[src/rtl/hamming_enc_seq.sv]
// Sequential Hamming(16,11) encoder: reads NUM_MSG 11-bit messages from a byte memory and writes 16-bit codewords back.
// Define HAMMING_ENC_SEQ_P0_EN for SECDED (overall parity in bit 0); otherwise SEC only with bit 0 tied low.
module hamming_enc_seq #(
  parameter int unsigned NUM_MSG  = 15,
  parameter int unsigned SRC_BASE = 0,
  parameter int unsigned DST_BASE = 30
) (
  input  logic       clock,
  input  logic       reset,
  input  logic       req,
  output logic       ack,
  output logic [7:0] mem_addr,
  input  logic [7:0] mem_rd_data,
  output logic       mem_wr_en,
  output logic [7:0] mem_wr_data
);

  localparam int unsigned IDX_W = 6;
  localparam int unsigned ADR_W = 8;
  localparam logic [IDX_W-1:0] LAST_IDX = IDX_W'(NUM_MSG - 1);
  localparam logic [ADR_W-1:0] SRC_B    = ADR_W'(SRC_BASE);
  localparam logic [ADR_W-1:0] DST_B    = ADR_W'(DST_BASE);

  typedef enum logic [2:0] {
    IDLE  = 3'd0,
    RD_LO = 3'd1,
    RD_HI = 3'd2,
    WR_LO = 3'd3,
    WR_HI = 3'd4,
    DONE  = 3'd5
  } state_e;

  state_e           state_q, state_d;
  logic [IDX_W-1:0] idx_q, idx_d;
  logic [11:1]      data_q, data_d;
  logic             ack_q, ack_d;
  logic [ADR_W-1:0] addr_q, addr_d;
  logic             wr_en_q, wr_en_d;
  logic [7:0]       wr_data_q, wr_data_d;
  logic [15:0]      cw;
  logic [ADR_W-1:0] src_even, dst_even;

  function automatic logic [15:0] encode(input logic [11:1] d);
    logic p8, p4, p2, p1, p0;
    p8 = ^d[11:5];
    p4 = (^d[11:8]) ^ d[4] ^ d[3] ^ d[2];
    p2 = d[11] ^ d[10] ^ d[7] ^ d[6] ^ d[4] ^ d[3] ^ d[1];
    p1 = d[11] ^ d[9] ^ d[7] ^ d[5] ^ d[4] ^ d[2] ^ d[1];
`ifdef HAMMING_ENC_SEQ_P0_EN
    p0 = (^d) ^ p8 ^ p4 ^ p2 ^ p1;
`else
    p0 = 1'b0;
`endif
    return {d[11:5], p8, d[4:2], p4, d[1], p2, p1, p0};
  endfunction

  // State transitions and data capture
  always_comb begin
    state_d = state_q;
    idx_d   = idx_q;
    data_d  = data_q;
    case (state_q)
      IDLE: begin
        if (req) begin
          state_d = RD_LO;
          idx_d   = '0;
        end
      end
      RD_LO: begin
        data_d[8:1] = mem_rd_data;
        state_d     = RD_HI;
      end
      RD_HI: begin
        data_d[11:9] = mem_rd_data[2:0];
        state_d      = WR_LO;
      end
      WR_LO: state_d = WR_HI;
      WR_HI: begin
        if (idx_q < LAST_IDX) begin
          idx_d   = idx_q + IDX_W'(1);
          state_d = RD_LO;
        end else begin
          state_d = DONE;
        end
      end
      DONE:    state_d = IDLE;
      default: state_d = IDLE;
    endcase
  end

  // Outputs are decoded from the upcoming state so they register in step with it
  always_comb begin
    ack_d     = 1'b0;
    addr_d    = '0;
    wr_en_d   = 1'b0;
    wr_data_d = '0;
    cw        = encode(data_d);
    src_even  = SRC_B + ADR_W'({idx_d, 1'b0});
    dst_even  = DST_B + ADR_W'({idx_d, 1'b0});
    case (state_d)
      RD_LO: addr_d = src_even;
      RD_HI: addr_d = src_even + ADR_W'(1);
      WR_LO: begin
        addr_d    = dst_even;
        wr_en_d   = 1'b1;
        wr_data_d = cw[7:0];
      end
      WR_HI: begin
        addr_d    = dst_even + ADR_W'(1);
        wr_en_d   = 1'b1;
        wr_data_d = cw[15:8];
      end
      DONE:    ack_d = 1'b1;
      default: ack_d = 1'b0;
    endcase
  end

  always_ff @(posedge clock) begin
    if (reset) begin
      state_q   <= IDLE;
      idx_q     <= '0;
      data_q    <= '0;
      ack_q     <= 1'b0;
      addr_q    <= '0;
      wr_en_q   <= 1'b0;
      wr_data_q <= '0;
    end else begin
      state_q   <= state_d;
      idx_q     <= idx_d;
      data_q    <= data_d;
      ack_q     <= ack_d;
      addr_q    <= addr_d;
      wr_en_q   <= wr_en_d;
      wr_data_q <= wr_data_d;
    end
  end

  assign ack         = ack_q;
  assign mem_addr    = addr_q;
  assign mem_wr_en   = wr_en_q;
  assign mem_wr_data = wr_data_q;

endmodule

[config.mk]
export PLATFORM = sky130hd
export DESIGN_NAME = hamming_enc_seq
export DESIGN_NICKNAME = d
export VERILOG_FILES = /design/src/rtl/hamming_enc_seq.sv
export SDC_FILE = /design/constraint.sdc
export NUM_CORES = 1
export LEC_CHECK = 0
export BUFFER_PORTS_ARGS = -buffer_cell sky130_fd_sc_hd__buf_2
export CAP_MARGIN = 40
export CORE_MARGIN = 4
export CORE_UTILIZATION = 45
export DETAILED_ROUTE_END_ITERATION = 6
export PLACE_DENSITY = 0.77
export SKIP_LAST_GASP = 1
export SLEW_MARGIN = 20
export SYNTH_ARGS = -nofsm -noshare
export SYNTH_HDL_FRONTEND = slang
export SYNTH_SLANG_ARGS = --single-unit
export TNS_END_PERCENT = 100
[constraint.sdc]
create_clock -name clock -period 4.7 [get_ports clock]
set_input_delay 0.47 -clock clock [delete_from_list [all_inputs] [get_ports clock]]
set_output_delay 0.47 -clock clock [all_outputs]
set_load 0.03 [all_outputs]
# Word level (Yosys, flattened, before mapping)
# Cells that the tools add are included.
# word_totals
elab_cells,52
register_bits,38
in_bits,11
# classes
bitwise_logic,15
n_addsub,4
n_eq_ne,9
mux,12
reduce_logical,4
magnitude_cmp,1
# ops
cell,n
$pmux 8 s4,1
$pmux 8 s2,1
$pmux 3 s5,1
$xor 1x1->1,15
$eq 3x2->1 const B,4
$mux 6,2
$pmux 6 s2,1
$eq 3x3->1 const B,3
$mux 3,3
$add 5x7->8 const A,1
$add 7x1->8 const B,1
$add 8x1->8 const B,1
$mux 8,1
$reduce_xor 7->1,1
$add 6x1->6 const B,1
$eq 3x1->1 const B,2
$lt 6x4->1 const B,1
$reduce_xor 4->1,1
$logic_not 3->1,1
$mux 1,2
$reduce_or 2->1,1

# Longest topological paths before layout
# Gate-level depths: netlist of the first run.
# depth
depth_word,9
ltp_mapped,10
depth_no_buf,9

# Least setup slack after synthesis of the first run
# No wires, ideal clock.
# synth_timing
path_type,register to register
startpoint,register state_q[2]
endpoint,"register addr_q[5], in the netlist mem_addr[5]"
path_buffers,2
setup_ns,0.129
path_stages_with_launch,11
arrival_ns,1.764
slack_ns,2.807
cell_sequence,dfxtp_1 buf_6 clkbuf_1 and3_1 nand2_1 and3_1 nor2_1 ha_1 nand2_1 o21ai_0 a22oi_1
# synth_via
elab_chain_len,5
# synth_rtl
element,line,source
"start, declared",33,"state_e state_q, state_d;"
"start signal, assigned",128,state_q <= state_d;
$eq 3x3->1 / $logic_not 3->1 (equally long branches),62,case (state_q)
$pmux 6 s2,62,
$add 5x7->8,99,"dst_even = DST_B + ADR_W'({idx_d, 1'b0});"
$add 8x1->8,109,addr_d = dst_even + ADR_W'(1);
$pmux 8 s4 (*),100,case (state_d)
"end signal, assigned",132,addr_q <= addr_d;
"end, declared",37,"logic [ADR_W-1:0] addr_q, addr_d;"
# Mark *: on every way between the ends. The rest lies on a longest branch, timed or not.
# A chain may end at the register's enable or synchronous reset.

# Final worst setup path of the first run
# layout_timing
startpoint,register state_q[0]
endpoint,"register wr_data_q[2], in the netlist mem_wr_data[2]"
# layout_via
elab_chain_len,9
# layout_rtl
element,line,source
$eq 3x2->1,62,
$mux 3,62,
$xor 1x1->1 (6 in series),47,p2 = d[11] ^ d[10] ^ d[7] ^ d[6] ^ d[4] ^ d[3] ^ d[1];
$pmux 8 s2 (*),100,
"end signal, assigned",134,wr_data_q <= wr_data_d;
"end, declared",39,"logic [7:0] wr_data_q, wr_data_d;"
# Marks and branches as above.

==> qor.txt, run 1 <==
Hold Path Class: in -> reg
vias in the first global route: 1344
Final #Nets: 243
buffer count from post-CTS setup fixing: 0
maximum vdd ir drop: 0.147 mV
DRT Wirelength: 3640 um
Avg Cell Area, Syn: 9.02 um^2
Avg WL per Cell: 13.1 um
Highest Clock Rate: 0.410 GHz
Starting Density: 48.2%
Pwr Total: 0.698 mW
global route overflow: 0
remaining antenna violation count: 0
pin count of the biggest net entering global routing: 25
Initial DRC Count: 93
EDFF count, synth: 0
gr usage total: 14.8%
Register Area: 761 um^2
register area share after synthesis: 41.6%
RSZ-0062 raised after global routing: no
Critical Path RT: 4.88 ns
final instance area: 2070 um^2
Core Area: 3800 um^2
routability cong.: 0.813
Layout Cells excl Fill: 277
Top FF cell, synth: dfxtp_1
Synth Cell Area: 1830 um^2
Max Cap Violations: 0
Num CTS Buffers: 5
share of cells above drive strength 1: 19.2%
Max transition margin: 62.5%
final setup margin: 2.26 ns
placed inst area: 1980 um^2
final setup violation count: 0
PortBufs: 28
Synth Instances: 203
Unique masters post-synth: 47
Multi-input gate area: 993 um^2
Clock Path Buffers: 2
initial antenna violation count: 0
slowest stage delay, CP: 0.65 ns
Synth warnings: 0
routed vias: 1458
M2 GR Usage: 21.3%
cts repair resizes: 0
# fillers: 351
Period minus WS final: 2.44 ns
Die Wd: 71.8 um
Detailed Place HPWL: 2670 um
Setup TNS: 0 ns
# placed instances: 271
dpl ws: 2.25 ns
area delta synth->final: 12.9%
hold buffer count at cts: 0
Yosys reg bits: 38
Async S/R FF share, synth: 0%
startpoint types: register
P_leak: 0.885 nW
vias per cell: 5.26
clock slew at reported path FFs: 0.06 ns
Clk Latency, worst-skew pair: 0.28 ns
WHS: 0.442 ns
M3 GR Usage: 3.79%
Util after Layout: 54.4%
period utilisation layout: 51.8%
Most common cell on crit path: nor2_1
status: finished, final reports clean
Final Slew Violations: 0
first drt pass iteration count: 4
crit end category: register
Clock Sink Count: 38
pwr dens: 338 nW/um^2
# DRC: 0
Top Ports: 29
critical path's slowest cell: dfxtp_1
met1 usage: 19.9%
Crit Path Max Fanout: 14
cell at the root of the clock tree: clkbuf_8
CP Cell Sequence: or3b_1 > mux2i_4 > xnor2_1 > xnor3_1 > nor2_1 > nor2_1
CP Class: reg -> reg
final hold vios: 0
Syn Nets: 216
worst-margin pin slew: 0.562 ns
first-pass GRT wire length: 6020 um
die area: 5150 um^2
GRT busiest layer: met2
# diodes: 0
Site Rows: 22
H-Tree Depth: 2
CTS tree: done
die height: 71.8 um
critical path arrival: 2.61 ns
Layout Skew: 0.00284 ns
[power by group]
group	internal (mW)	switching (mW)	leakage, nW
registers	0.334	0.0122	0.308
logic	0.0641	0.0745	0.533
clock network	0.113	0.100	0.0431
[state kept, by name, indices dropped and copies added (netlist names)]
name         flops
data_q          11
ack              1
state_q          3
mem_wr_data      8
idx_q            6
mem_wr_en        1
mem_addr         8
[Yosys cell counts, types with 2 or more instances]
cell | count | area, um^2
nand4_1 | 3 | 18.8
nand3b_1 | 2 | 15.0
xor2_1 | 7 | 61.3
and3_1 | 4 | 25.0
mux2i_1 | 11 | 110
o21ai_0 | 10 | 50.1
inv_1 | 6 | 22.5
ha_1 | 2 | 25.0
mux2i_4 | 2 | 45.0
o22ai_1 | 3 | 18.8
clkbuf_1 | 4 | 15.0
nor3_1 | 4 | 20.0
nand3_1 | 2 | 10.0
nand2_1 | 18 | 67.6
buf_6 | 2 | 22.5
nor2_1 | 31 | 116
a31o_2 | 2 | 17.5
a21oi_1 | 10 | 50.1
xnor2_1 | 14 | 123
dfxtp_1 | 38 | 761
nor2b_1 | 2 | 12.5
[per-layer routing]
layer,vias to the layer above,wire length [um],part of all wire [%]
li1,749,-,-
met1,662,1820,50
met2,39,1550,43
met3,8,191,5.2
met4,0,81,2.2
met5,-,0,0
[kinds of logic (layout without fill, tap and decap cells)]
kind of cell    after synthesis  after routing  synth area share [%]
flops                        38             38                  41.6
fa+ha+maj                     2              2                  1.37
compound gates               38             38                  13.5
buf+inv                      15             41                  4.17
xor+xnor                     22             22                  11.3
mux                          14             14                  9.09
simple gates                 74             74                  19.0
[cell usage in the layout, fill, tap and decap left out, types with 2 or more instances in the layout]
master    netlist  layout
nor2b_1         2       2
inv_1           6       6
nand3_1         2       2
nor3_1          4       4
buf_2           1      28
nand3b_1        2       2
clkbuf_8        0       6
dfxtp_1        38      38
xnor2_1        14      14
o21ai_0        10      10
nor2_1         31      31
ha_1            2       2
o22ai_1         3       3
nand2_1        18      18
and3_1          4       4
mux2i_4         2       2
xor2_1          7       7
mux2i_1        11      11
nand4_1         3       3
a21oi_1        10      10
a31o_2          2       2
[cell type report]
type	instances	share of cell area (%)
Sequential cell	38	36.8
Clock buffer	6	4.00
Inverter	6	1.09
Timing Repair Buffer	29	7.14
Multi-Input combinational cell	150	48.1
Tap cell	48	2.91
[worst paths after layout]
kind / from / endpoint / slack [ns] / cells past startpoint
setup / recovery: state_q[0] / mem_wr_data[2] / 2.26 / 6
hold / removal: mem_rd_data[5] / data_q[6] / 0.44 / 3
setup reg to reg: state_q[0] / mem_wr_data[2] / 2.26 / 6
hold reg to reg: data_q[3] / data_q[3] / 0.49 / 2
[critical path, delay by kind of cell, from the launching register on]
kind | cells | cell delay [ns]
AND/OR/NAND/NOR | 3 | 0.83
flip-flops | 1 | 0.65
XOR/XNOR | 2 | 0.55
multiplexers | 1 | 0.30
Power figures use the tool's default switching activity.
==> inputs of run 2 (changes only) <==
==> constraint.sdc (replaced) <==
create_clock -name clock -period 2.4 [get_ports clock]
set_input_delay 0.24 -clock clock [delete_from_list [all_inputs] [get_ports clock]]
set_output_delay 0.24 -clock clock [all_outputs]
set_load 0.03 [all_outputs]
==> run 2 against run 1 <==
Sequential share of layout area down 1.5 points. Total power up 130%. Clock-buffer cell count unchanged. Die area unchanged. Routed wire length up 10%. First-iteration DRC count up 8.6%. Non-clock buffer count up 4. Worst setup slack worse by 2.1 ns. Clock skew up 0.0020 ns. Final area up 4.4%. Sequential power up 95%. Combinational power up 100%. Critical path type unchanged. Largest power group unchanged. Highest routed layer unchanged.
==> qor.txt, run 2 (synthesized netlist as in run 1, its figures left out) <==
max reg flops: 11
routed vias: 1492
die area: 5150 um^2
critical path arrival: 2.46 ns
worst-margin pin slew: 0.522 ns
crit end category: register
vias per cell: 5.27
final setup margin: 0.119 ns
Initial DRC Count: 101
# placed instances: 275
# fillers: 354
gr usage total: 16.7%
Max Cap Violations: 0
Clk Latency, worst-skew pair: 0.29 ns
Avg WL per Cell: 14.1 um
Worst Reg-to-Reg Cells: 7
dpl ws: 0.183 ns
CTS tree: done
Largest Register: data_q
maximum vdd ir drop: 0.507 mV
buffer count from post-CTS setup fixing: 0
Num CTS Buffers: 5
remaining antenna violation count: 0
PortBufs: 28
status: finished, final reports clean
area delta synth->final: 17.8%
Period minus WS final: 2.28 ns
P_leak: 0.933 nW
Die Wd: 71.8 um
pwr dens: 753 nW/um^2
routability cong.: 0.804
pin count of the biggest net entering global routing: 24
period utilisation layout: 95.0%
commonest non-fill, non-tap cell in the layout: dfxtp_1
Clock Sink Count: 38
die height: 71.8 um
DRT Wirelength: 4000 um
# diodes: 0
Layout Cells excl Fill: 283
Starting Density: 48.2%
hold buffer count at cts: 0
vias in the first global route: 1448
first-pass GRT wire length: 6690 um
# DRC: 0
Detailed Place HPWL: 2880 um
RSZ-0062 raised after global routing: yes
first drt pass iteration count: 4
startpoint types: register
Final Slew Violations: 0
cell at the root of the clock tree: clkbuf_8
global route overflow: 0
Site Rows: 22
Crit Path Max Fanout: 8
share of cells above drive strength 1: 21.3%
Final #Nets: 247
Top Ports: 29
Clock Path Buffers: 2
initial antenna violation count: 0
commonest non-fill, non-tap cells in the layout: dfxtp_1 (38), nor2_1 (31), buf_2 (28)
clock slew at reported path FFs: 0.07 ns
Hold Path Class: in -> reg
Highest Clock Rate: 0.438 GHz
Layout Skew: 0.00483 ns
CP Class: reg -> reg
final setup violation count: 0
Core Area: 3800 um^2
H-Tree Depth: 2
Critical Path RT: 2.58 ns
cts repair resizes: 0
final hold vios: 0
cell depth of the worst hold path: 3
Max transition margin: 65.0%
-- run 2: final timing paths --
kind	from	endpoint	slack, ns
max	state_q[0]	mem_wr_data[2]	0.12
min	mem_rd_data[1]	data_q[2]	0.21
min reg2reg	data_q[3]	data_q[3]	0.50
max reg2reg	state_q[0]	mem_wr_data[2]	0.12
-- run 2: layout make-up --
cell class | count | area (um^2) | area share, %
multi-input cells | 150 | 993 | 46.1
flip-flops and latches | 38 | 761 | 35.3
repair buffers | 33 | 178 | 8.24
clock buffers | 6 | 82.6 | 3.83
clock inverters | 2 | 60.1 | 2.78
well taps | 48 | 60.1 | 2.78
inverters | 6 | 22.5 | 1.04
-- run 2: power by group --
part	switching (mW)	internal [mW]
sequential	0.0207	0.654
combinational	0.155	0.128
clock	0.222	0.443
-- run 2: critical path: stages, from the launching register on --
cell and delay (ns):
dfxtp_1 0.38, buf_4 0.20, nor3b_2 0.45, mux2i_1 0.46
xnor2_1 0.19, xnor3_1 0.33, nor2_1 0.10, nor2_1 0.05
-- run 2: through the flow --
| stage | hold WS (ns) | utilization (%) | cell area (um^2) | TNS (ns) | power, mW |
|---|---|---|---|---|---|
| finish | 0.212 | 56.8 | 2160 | 0 | 1.62 |
| global route | 0.206 | 56.8 | 2160 | -0.0129 | 1.69 |
| CTS | 0.208 | 56.8 | 2160 | 0 | 1.63 |
| detailed placement | 0.487 | 53.0 | 2010 | 0 | 0.970 |
| global placement | 0.475 | 53.0 | 2010 | 0 | 0.963 |
| floorplan | 0.317 | - | 1830 | 0 | 0.910 |
-- run 2: routing by layer --
layer	up-vias	wire length [um]	global-route usage, %
li1	756	-	-
met1	689	1900	21.5
met2	37	1800	25.6
met5	-	0	0
met3	10	211	5.61
met4	0	92	7.10
==> inputs of run 3 (changes only) <==
--- a/config.mk
+++ b/config.mk
@@ -7,10 +7,12 @@
 export LEC_CHECK = 0
 export BUFFER_PORTS_ARGS = -buffer_cell sky130_fd_sc_hd__buf_2
 export CAP_MARGIN = 40
+export CELL_PAD_IN_SITES_DETAIL_PLACEMENT = 0
+export CELL_PAD_IN_SITES_GLOBAL_PLACEMENT = 2
 export CORE_MARGIN = 4
-export CORE_UTILIZATION = 45
+export CORE_UTILIZATION = 34
 export DETAILED_ROUTE_END_ITERATION = 6
-export PLACE_DENSITY = 0.77
+export PLACE_DENSITY = 0.89
 export SKIP_LAST_GASP = 1
 export SLEW_MARGIN = 20
 export SYNTH_ARGS = -nofsm -noshare
==> run 3 against run 2 <==
Flip-flop and latch count stayed put. Utilization down 15 points. Clock power down 31%. Sequential power barely moved. Clock skew fell by 0.0012 ns. Combinational power about the same. Critical path type unchanged. Largest power group unchanged. Highest routed layer unchanged.
==> qor.txt, run 3 (synthesized netlist as in run 1, its figures left out) <==
M3 GR Usage: 4.32%
cell at the root of the clock tree: clkbuf_8
Initial DRC Count: 125
die area: 6620 um^2
commonest non-fill, non-tap cell in the layout: dfxtp_1
Max transition margin: 69.8%
max reg flops: 11
CP Cell Sequence: buf_4 > nor3b_2 > mux2i_1 > xnor2_1 > xnor3_1 > nor2_1 > nor2_1
clock share of power: 32.4%
Highest Clock Rate: 0.462 GHz
P_leak: 0.913 nW
final hold vios: 0
period utilisation layout: 90.3%
Critical Path RT: 2.58 ns
M2 GR Usage: 22.3%
Most common cell on crit path: nor2_1
global route overflow: 0
Avg WL per Cell: 13.3 um
hold buffer count at cts: 0
Site Rows: 26
CTS tree: done
status: finished, final reports clean
buffer count from post-CTS setup fixing: 0
pwr dens: 658 nW/um^2
GRT busiest layer: met2
remaining antenna violation count: 0
Top Ports: 29
H-Tree Depth: 2
Setup TNS: 0 ns
PortBufs: 28
initial antenna violation count: 0
met1 usage: 17.6%
slowest stage delay, CP: 0.41 ns
# fillers: 550
Die Wd: 81.4 um
Hold Path Class: in -> reg
Net Sw Frac: 28.1%
cts repair resizes: 0
# diodes: 0
cell internal pwr: 1.02 mW
Starting Density: 35.4%
crit end category: register
Clk Latency, worst-skew pair: 0.29 ns
worst-margin pin slew: 0.452 ns
vias in the first global route: 1444
Max Cap Violations: 0
Largest Register: data_q
vias per cell: 4.81
Period minus WS final: 2.17 ns
maximum vdd ir drop: 0.256 mV
first-pass GRT wire length: 6940 um
Clock Sink Count: 38
Final #Nets: 248
RSZ-0062 raised after global routing: no
# DRC: 0
area delta synth->final: 17.2%
share of cells above drive strength 1: 21.6%
critical path arrival: 2.35 ns
gr usage total: 14.0%
Final Slew Violations: 0
routability cong.: 0.799
final setup violation count: 0
DRT Wirelength: 4060 um
Crit Path Max Fanout: 8
routed vias: 1471
clock slew at reported path FFs: 0.07 ns
Sequential Power Share: 47.7%
critical path's slowest cell: nor3b_2
Num CTS Buffers: 5
first drt pass iteration count: 4
Clock Path Buffers: 2
Net Switching: 0.397 mW
pin count of the biggest net entering global routing: 24
CP Class: reg -> reg
WHS: 0.212 ns
Detailed Place HPWL: 2990 um
die height: 81.4 um
combinational share of power: 19.9%
startpoint types: register
Layout Skew: 0.00363 ns
Core Area: 5170 um^2
commonest non-fill, non-tap cells in the layout: dfxtp_1 (38), nor2_1 (31), buf_2 (28)
==> run 3: final cells by class <==
| cell class | count | area (um^2) | share of cell area [%] |
|---|---|---|---|
| repair buffers | 34 | 185 | 8.63 |
| multi-input cells | 150 | 993 | 46.3 |
| clock inverters | 2 | 12.5 | 0.583 |
| well taps | 70 | 87.6 | 4.08 |
| inverters | 6 | 22.5 | 1.05 |
| clock buffers | 6 | 82.6 | 3.85 |
| flip-flops and latches | 38 | 761 | 35.5 |
==> run 3: per-layer routing <==
metal / up-vias / wire [um]
met4: 0 / 68
met3: 6 / 176
li1: 760 / -
met1: 672 / 1830
met5: - / 0
met2: 33 / 1980
==> run 3: worst paths after layout <==
check | start | to | slack (ns) | depth (start not counted)
hold reg to reg | data_q[6] | data_q[6] | 0.49 | 2
setup reg to reg | state_q[0] | mem_wr_data[2] | 0.23 | 7
hold / removal | mem_rd_data[5] | data_q[6] | 0.21 | 3
setup / recovery | state_q[0] | mem_wr_data[2] | 0.23 | 7
==> run 3: critical path: cells and delay by family (launching register included) <==
kind / cells / cell delay, ns
and+or+nand+nor: 3 / 0.57
xor gates and xnor gates: 2 / 0.52
muxes: 1 / 0.40
DFF: 1 / 0.38
buffers and inverters: 1 / 0.20
==> run 3: stage by stage <==
step | total power [mW] | worst slack (ns) | util [%] | cell area, um^2 | std cells
global placement | 0.970 | 0.281 | 39.6 | 2050 | 298
detailed placement | 0.972 | 0.239 | 39.6 | 2050 | 298
floorplan | 0.910 | 0.507 | - | 1830 | 203
finish | 1.41 | 0.234 | 41.5 | 2140 | 306
CTS | 1.44 | 0.225 | 41.5 | 2140 | 306
global route | 1.50 | 0.0897 | 41.5 | 2140 | 306
==> run 3: power by group through the flow <==
stage	Sequential, mW	Combinational (mW)	Clock, mW
2_1_floorplan	0.700	0.211	0
3_3_place_gp	0.687	0.283	0
3_5_place_dp	0.688	0.283	0
4_1_cts	0.673	0.285	0.482
5_1_grt	0.676	0.312	0.510
6_report	0.673	0.281	0.457
